[src/rtl/seg_dynamic_ctrl.sv]
// ---------------------------------------------------------------------------------------------
// seg_dynamic_ctrl
//
// Time-multiplexed scan controller for a 6-digit common-anode 7-segment display. One seg bus is
// shared by six digits, one digit per scan slot. The first BLANK_CYC cycles of each slot keep
// every digit off, so the previous digit's pattern never ghosts onto the next one.
//
// Upstream logic hands over six hex nibbles plus decimal points with a single-cycle load strobe.
// The data waits in a pending buffer and is moved into the display shadow only at a frame
// boundary (end of the digit 5 slot), so a frame never shows a mix of old and new digits.
//
// Optional feature (macro LEADING_ZERO_BLANK_EN):
//   defined     : digit k (k >= 1) shows all segments off (sel still asserted) when shadow
//                 nibbles k..5 and point bits k..5 are all zero. Digit 0 is never blanked.
//   not defined : all six digits are always decoded (leading zeros show as "0").
//
// Parameters:
//   CNT_MAX    scan-slot length minus 1, in sys_clk cycles
//   BLANK_CYC  all-off cycles at the start of each slot; must be < CNT_MAX
//
// Ports:
//   sys_clk     in   1   system clock
//   sys_rst     in   1   asynchronous reset, active-high
//   data_in     in   24  six hex nibbles; data_in[3:0] = digit 0 (sel[0], rightmost)
//   point_in    in   6   decimal point per digit, 1 = lit
//   en_in       in   1   display enable; 0 = dark, scanning and load path keep running
//   load        in   1   strobe: capture data_in/point_in into the pending buffer
//   load_ack    out  1   pulse: pending data moved into the display shadow
//   frame_done  out  1   pulse in the cycle after the digit 5 slot ends
//   sel         out  6   digit select, one-hot, active-high
//   seg         out  8   segments, active-low; seg[7] = decimal point
// ---------------------------------------------------------------------------------------------
module seg_dynamic_ctrl #(
  parameter logic [15:0] CNT_MAX   = 16'd49_999,
  parameter logic [15:0] BLANK_CYC = 16'd500
) (
  input  logic        sys_clk,
  input  logic        sys_rst,
  input  logic [23:0] data_in,
  input  logic [5:0]  point_in,
  input  logic        en_in,
  input  logic        load,
  output logic        load_ack,
  output logic        frame_done,
  output logic [5:0]  sel,
  output logic [7:0]  seg
);

  localparam logic [2:0] LastDigit = 3'd5;

  // Scan state
  logic [15:0] cnt_q, cnt_d;
  logic [2:0]  idx_q, idx_d;
  logic        tick;
  logic        boundary;

  // Data path: pending buffer and display shadow
  logic [23:0] pend_data_q, pend_data_d;
  logic [5:0]  pend_point_q, pend_point_d;
  logic        pend_valid_q, pend_valid_d;
  logic [23:0] shadow_data_q, shadow_data_d;
  logic [5:0]  shadow_point_q, shadow_point_d;

  // Registered outputs
  logic        load_ack_q, load_ack_d;
  logic        frame_done_q, frame_done_d;
  logic [5:0]  sel_q, sel_d;
  logic [7:0]  seg_q, seg_d;

  // Current digit decode helpers
  logic [23:0] nib_sh;
  logic [3:0]  cur_nib;
  logic [5:0]  point_sh;
  logic        cur_dp;
  logic        lead_blank;

  // Hex font, active-low, segments g..a in bits 6..0.
  function automatic logic [6:0] font7(input logic [3:0] nib);
    logic [6:0] pat;
    pat = 7'h7F;
    unique case (nib)
      4'h0: pat = 7'h40;
      4'h1: pat = 7'h79;
      4'h2: pat = 7'h24;
      4'h3: pat = 7'h30;
      4'h4: pat = 7'h19;
      4'h5: pat = 7'h12;
      4'h6: pat = 7'h02;
      4'h7: pat = 7'h78;
      4'h8: pat = 7'h00;
      4'h9: pat = 7'h10;
      4'hA: pat = 7'h08;
      4'hB: pat = 7'h03;
      4'hC: pat = 7'h46;
      4'hD: pat = 7'h21;
      4'hE: pat = 7'h06;
      4'hF: pat = 7'h0E;
      default: pat = 7'h7F;
    endcase
    return pat;
  endfunction

  // ---------------------------------------------------------------------------
  // Slot counter and digit index
  // ---------------------------------------------------------------------------
  assign tick     = (cnt_q == CNT_MAX);
  assign boundary = tick && (idx_q == LastDigit);

  always_comb begin
    cnt_d = tick ? 16'd0 : cnt_q + 16'd1;
    idx_d = idx_q;
    if (tick) begin
      idx_d = (idx_q == LastDigit) ? 3'd0 : idx_q + 3'd1;
    end
  end

  // ---------------------------------------------------------------------------
  // Load handshake: pending buffer -> shadow at frame boundary
  // ---------------------------------------------------------------------------
  always_comb begin
    pend_data_d    = pend_data_q;
    pend_point_d   = pend_point_q;
    pend_valid_d   = pend_valid_q;
    shadow_data_d  = shadow_data_q;
    shadow_point_d = shadow_point_q;
    load_ack_d     = 1'b0;
    frame_done_d   = boundary;

    if (boundary) begin
      if (load) begin
        // A strobe landing on the boundary bypasses the pending buffer; it is newer than
        // anything already pending.
        shadow_data_d  = data_in;
        shadow_point_d = point_in;
        pend_valid_d   = 1'b0;
        load_ack_d     = 1'b1;
      end else if (pend_valid_q) begin
        shadow_data_d  = pend_data_q;
        shadow_point_d = pend_point_q;
        pend_valid_d   = 1'b0;
        load_ack_d     = 1'b1;
      end
    end else if (load) begin
      // Last write before the boundary wins; only one ack follows.
      pend_data_d  = data_in;
      pend_point_d = point_in;
      pend_valid_d = 1'b1;
    end
  end

  // ---------------------------------------------------------------------------
  // Digit decode
  // ---------------------------------------------------------------------------
  always_comb begin
    nib_sh   = shadow_data_q >> {idx_q, 2'b00};
    cur_nib  = nib_sh[3:0];
    point_sh = shadow_point_q >> idx_q;
    cur_dp   = point_sh[0];
  end

`ifdef LEADING_ZERO_BLANK_EN
  // zero_from[k] = nibbles k..5 and points k..5 are all zero.
  logic [5:0] zero_from;
  logic [5:0] zero_sh;

  always_comb begin
    zero_from    = '0;
    zero_from[5] = (shadow_data_q[23:20] == 4'h0) && !shadow_point_q[5];
    for (int k = 4; k >= 0; k--) begin
      zero_from[k] = zero_from[k+1] && (shadow_data_q[k*4 +: 4] == 4'h0) && !shadow_point_q[k];
    end
    zero_sh    = zero_from >> idx_q;
    lead_blank = (idx_q != 3'd0) && zero_sh[0];
  end
`else
  assign lead_blank = 1'b0;
`endif

  // ---------------------------------------------------------------------------
  // Output stage: one cycle after the counter/index state it reflects
  // ---------------------------------------------------------------------------
  always_comb begin
    sel_d = 6'b000000;
    seg_d = 8'hFF;
    if ((cnt_q >= BLANK_CYC) && en_in) begin
      sel_d = 6'b000001 << idx_q;
      if (!lead_blank) begin
        seg_d = {!cur_dp, font7(cur_nib)};
      end
    end
  end

  // ---------------------------------------------------------------------------
  // State
  // ---------------------------------------------------------------------------
  always_ff @(posedge sys_clk or posedge sys_rst) begin
    if (sys_rst) begin
      cnt_q          <= '0;
      idx_q          <= '0;
      pend_data_q    <= '0;
      pend_point_q   <= '0;
      pend_valid_q   <= 1'b0;
      shadow_data_q  <= '0;
      shadow_point_q <= '0;
      load_ack_q     <= 1'b0;
      frame_done_q   <= 1'b0;
      sel_q          <= 6'b000000;
      seg_q          <= 8'hFF;
    end else begin
      cnt_q          <= cnt_d;
      idx_q          <= idx_d;
      pend_data_q    <= pend_data_d;
      pend_point_q   <= pend_point_d;
      pend_valid_q   <= pend_valid_d;
      shadow_data_q  <= shadow_data_d;
      shadow_point_q <= shadow_point_d;
      load_ack_q     <= load_ack_d;
      frame_done_q   <= frame_done_d;
      sel_q          <= sel_d;
      seg_q          <= seg_d;
    end
  end

  assign load_ack   = load_ack_q;
  assign frame_done = frame_done_q;
  assign sel        = sel_q;
  assign seg        = seg_q;

endmodule
[config.mk]
export PLATFORM = sky130hd
export DESIGN_NAME = seg_dynamic_ctrl
export DESIGN_NICKNAME = d
export VERILOG_FILES = /design/src/rtl/seg_dynamic_ctrl.sv
export SDC_FILE = /design/constraint.sdc
export NUM_CORES = 1
export LEC_CHECK = 0
export ABC_CLOCK_PERIOD_IN_PS = 6000
export CAP_MARGIN = 0
export CORE_MARGIN = 4
export CORE_UTILIZATION = 45
export CTS_CLUSTER_SIZE = 10
export DETAILED_ROUTE_END_ITERATION = 10
export PLACE_DENSITY = 0.64
export SLEW_MARGIN = 25
export SYNTH_ARGS = -nofsm -noshare
export SYNTH_HDL_FRONTEND = slang
export SYNTH_SLANG_ARGS = --single-unit
[constraint.sdc]
create_clock -name sys_clk -period 6 [get_ports sys_clk]
set_clock_uncertainty 0.1 [all_clocks]
set_input_delay 1.2 -clock sys_clk [delete_from_list [all_inputs] [get_ports sys_clk]]
set_output_delay 1.2 -clock sys_clk [all_outputs]
set_load 0.02 [all_outputs]
==> qor.csv <==
stage,metric,value,unit
detailed_routing,vias_per_cell,5.26,
worst_setup_path,path_buf_inv,1,
final_layout,diodes,0,
clocking,insertion_delay,0.36,ns
worst_setup_path,critPathCaptureType,flop,
flow_run,maxCapViolCount,0,
grt,grt_pass1_vias,3076,
logic_synthesis,ys_async_sr_fraction,100,%
clocking,post_cts_buffers,0,
floorplan,die_h,108,um
clocking,cts_hold_buffers,0,
worst_setup_path,crit_path_cell_trace,buf_2 > or2b_2 > mux2_1,
worst_setup_path,crit_path_max_incr_delay,0.72,ns
clocking,cts_resized,0,
clocking,cts_sinks,96,
worst_hold_path,min_path_type,flop to flop,
timing,hold_viol,0,
detailed_routing,drtAntennaViolNets,0,
clocking,tritoncts,done,
timing,finalCriticalPeriod,2.87,ns
final_layout,drive_above_1_share,8.05,%
timing,period_share,47.8,%
final_layout,final_area,5360,um^2
detailed_routing,drt_iter0_markers,92,
logic_synthesis,syn-num-nets,442,
floorplan,die_area,11700,um^2
logic_synthesis,yosysSeqAreaShare,53.4,%
final_layout,fin_util,54.9,%
logic_synthesis,synth_cell_types,49,
worst_setup_path,worstSetupPathType,input pin to flop,
grt,overflow,0,
floorplan,io_pins,50,
pwr,power_leakage,2.33,nW
worst_setup_path,critPathRequiredTime,6.15,ns
logic_synthesis,synthCells,399,
grt,grt_max_degree,62,
logic_synthesis,synth-edff-count,0,
timing,setup_ws,3.13,ns
placement,place_area,5090,um^2
detailed_routing,vias,3052,
run_status,status,completed,
detailed_routing,first_pass_iters,4,
pwr,p_per_area,244,nW/um^2
detailed_routing,avgRoutedWirePerCell,15.1,um
clocking,clockBufferDepth,2,
timing,slew_violations,0,
floorplan,core-area,9770,um^2
timing,tightestPinTransition,0.956,ns
floorplan,start_util,46.2,%
timing,setup_viol,0,
grt,grt_pass1_wl,15000,um
placement,dp_slack,2.74,ns
logic_synthesis,yosysWarnings,0,
detailed_routing,drc,0,
clocking,htreeDepth,3,
worst_setup_path,crit_path_start_kind,input pin,
pwr,peakVddDrop,125,uV
worst_setup_path,critPathTopFamily,buffers and inverters,
clocking,cts-root-buf,clkbuf_8,
grt,antenna_found_initial,0,
clocking,cts_buffers,9,
logic_synthesis,syn_area,4520,um^2
placement,place_congestion,0.797,
timing,final.setup.tns,0,ns
final_layout,areaGrowthSynthToFinish,18.6,%
worst_setup_path,crit_fanout,32,
floorplan,die_w,108,um
placement,dp.final_hpwl,6120,um
logic_synthesis,synth_area_per_cell,11.3,um^2
floorplan,core.rowCount,36,
logic_synthesis,yosys_register_bits,96,
placement,port_buffers,49,
worst_setup_path,cp_slowest_cell,buf_2,
detailed_routing,drt-total-wl,8750,um
timing,rsz0062_at_grt,false,
pwr,finalPower,1.31,mW
grt,track_usage,16.3,%
logic_synthesis,ys.flop_type,dfrtp_1,
final_layout,nets,485,
clocking,path_clk_slew,0.09,ns
timing,relSlewSlack,36.2,%
worst_setup_path,worstPathArrival,3.02,ns
timing,max_freq,348,MHz
## power breakdown
| part | switching [mW] | internal (mW) | total [mW] |
|---|---|---|---|
| clock network | 0.229 | 0.320 | 0.548 |
| registers | 0.00989 | 0.667 | 0.677 |
| logic | 0.0375 | 0.0434 | 0.0809 |
| total | 0.276 | 1.03 | 1.31 |
## sequential cells by signal, summed over array words and instances (netlist names)
name / count
cnt_q: 16
frame_done: 1
idx_q: 3
load_ack: 1
pend_data_q: 24
pend_point_q: 6
pend_valid_q: 1
seg: 8
sel: 6
shadow_data_q: 24
shadow_point_q: 6
## area by class of cell
| type | instances | area [um^2] |
|---|---|---|
| inverters | 12 | 47.5 |
| clock inverters | 7 | 141 |
| flip-flops and latches | 96 | 2410 |
| well taps | 133 | 166 |
| repair buffers | 52 | 508 |
| clock buffers | 9 | 124 |
| fillers | 873 | 4410 |
| multi-input cells | 271 | 1960 |
## through the flow
step | std cells | hold WS [ns]
after detailed placement | 564 | 0.368
after floorplan | 399 | 0.343
after global routing | 580 | 0.415
after CTS | 580 | 0.390
after global placement | 564 | 0.360
final | 580 | 0.383
## cell usage after synthesis, types with 3 or more instances
cell / n / share of area (%)
o221ai_1: 5 / 0.97
a21oi_1: 6 / 0.66
buf_2: 3 / 0.33
xor2_1: 4 / 0.77
nand2_1: 46 / 3.8
mux2i_1: 39 / 8.6
o211ai_1: 4 / 0.66
inv_1: 12 / 1.0
or3_1: 4 / 0.55
clkbuf_1: 14 / 1.2
nor2_1: 18 / 1.5
o21ai_0: 37 / 4.1
xnor2_1: 8 / 1.6
dfrtp_1: 88 / 49
nand3_1: 7 / 0.77
nand2b_1: 4 / 0.55
ha_1: 9 / 2.5
dfstp_2: 8 / 4.6
mux2_1: 30 / 7.5
mux2_2: 3 / 0.75
buf_6: 3 / 0.75
nor3_1: 5 / 0.55
and3_1: 7 / 0.97
and2_1: 4 / 0.55
## worst reg2reg max path: stages, from the launching register on
cell and delay [ns]:
dfrtp_1 0.45, or4_4 0.58, nor4_4 0.28, and2_1 0.26
or2b_2 0.62, mux2_1 0.40
## worst paths after layout
check	depth (start not counted)	from	to	slack [ns]
setup / recovery	3	load	pend_data_q[16]$_DFFE_PP0P_	3.13
hold reg to reg	2	shadow_data_q[10]$_DFFE_PP0P_	shadow_data_q[10]$_DFFE_PP0P_	0.38
hold / removal	2	shadow_data_q[10]$_DFFE_PP0P_	shadow_data_q[10]$_DFFE_PP0P_	0.38
setup reg to reg	5	cnt_q[12]$_DFF_PP0_	pend_data_q[16]$_DFFE_PP0P_	3.19
min in group asynchronous	2	sys_rst	load_ack$_DFF_PP0_	1.19
max in group asynchronous	3	sys_rst	seg[6]$_DFF_PP1_	3.62
## routing by layer
layer	track usage, %	routed length [um]
met1	22.5	4150
met2	25.4	4060
met3	4.24	418
met4	5.14	127
met5	0	0
## logic make-up (layout without fill, tap and decap cells)
| family | count (synthesis) | after routing | share of synthesized area (%) |
|---|---|---|---|
| and+or+nand+nor | 111 | 111 | 12.3 |
| DFF | 96 | 96 | 53.4 |
| muxes | 73 | 73 | 17.4 |
| AOI/OAI and AO/OA | 66 | 66 | 8.94 |
| buffers and inverters | 32 | 80 | 3.24 |
| xor gates and xnor gates | 12 | 12 | 2.32 |
| adders and majority gates | 9 | 9 | 2.49 |
## layout by cell type (no fill, tap or decap), drive strengths merged, types with 3 or more instances in the layout
cell type / n
and3: 7
o221ai: 5
o211ai: 4
ha: 9
bufinv: 4
clkdlybuf4s50: 48
dfstp: 8
dfrtp: 88
and2: 5
mux2: 33
mux2i: 39
or3: 4
a21oi: 6
nor3: 5
xnor2: 8
clkbuf: 9
o21ai: 37
xor2: 4
nor2: 18
inv: 13
nand3: 7
nor4: 3
nand2b: 4
nand2: 46
buf: 4
Power figures use the tool's default switching activity.
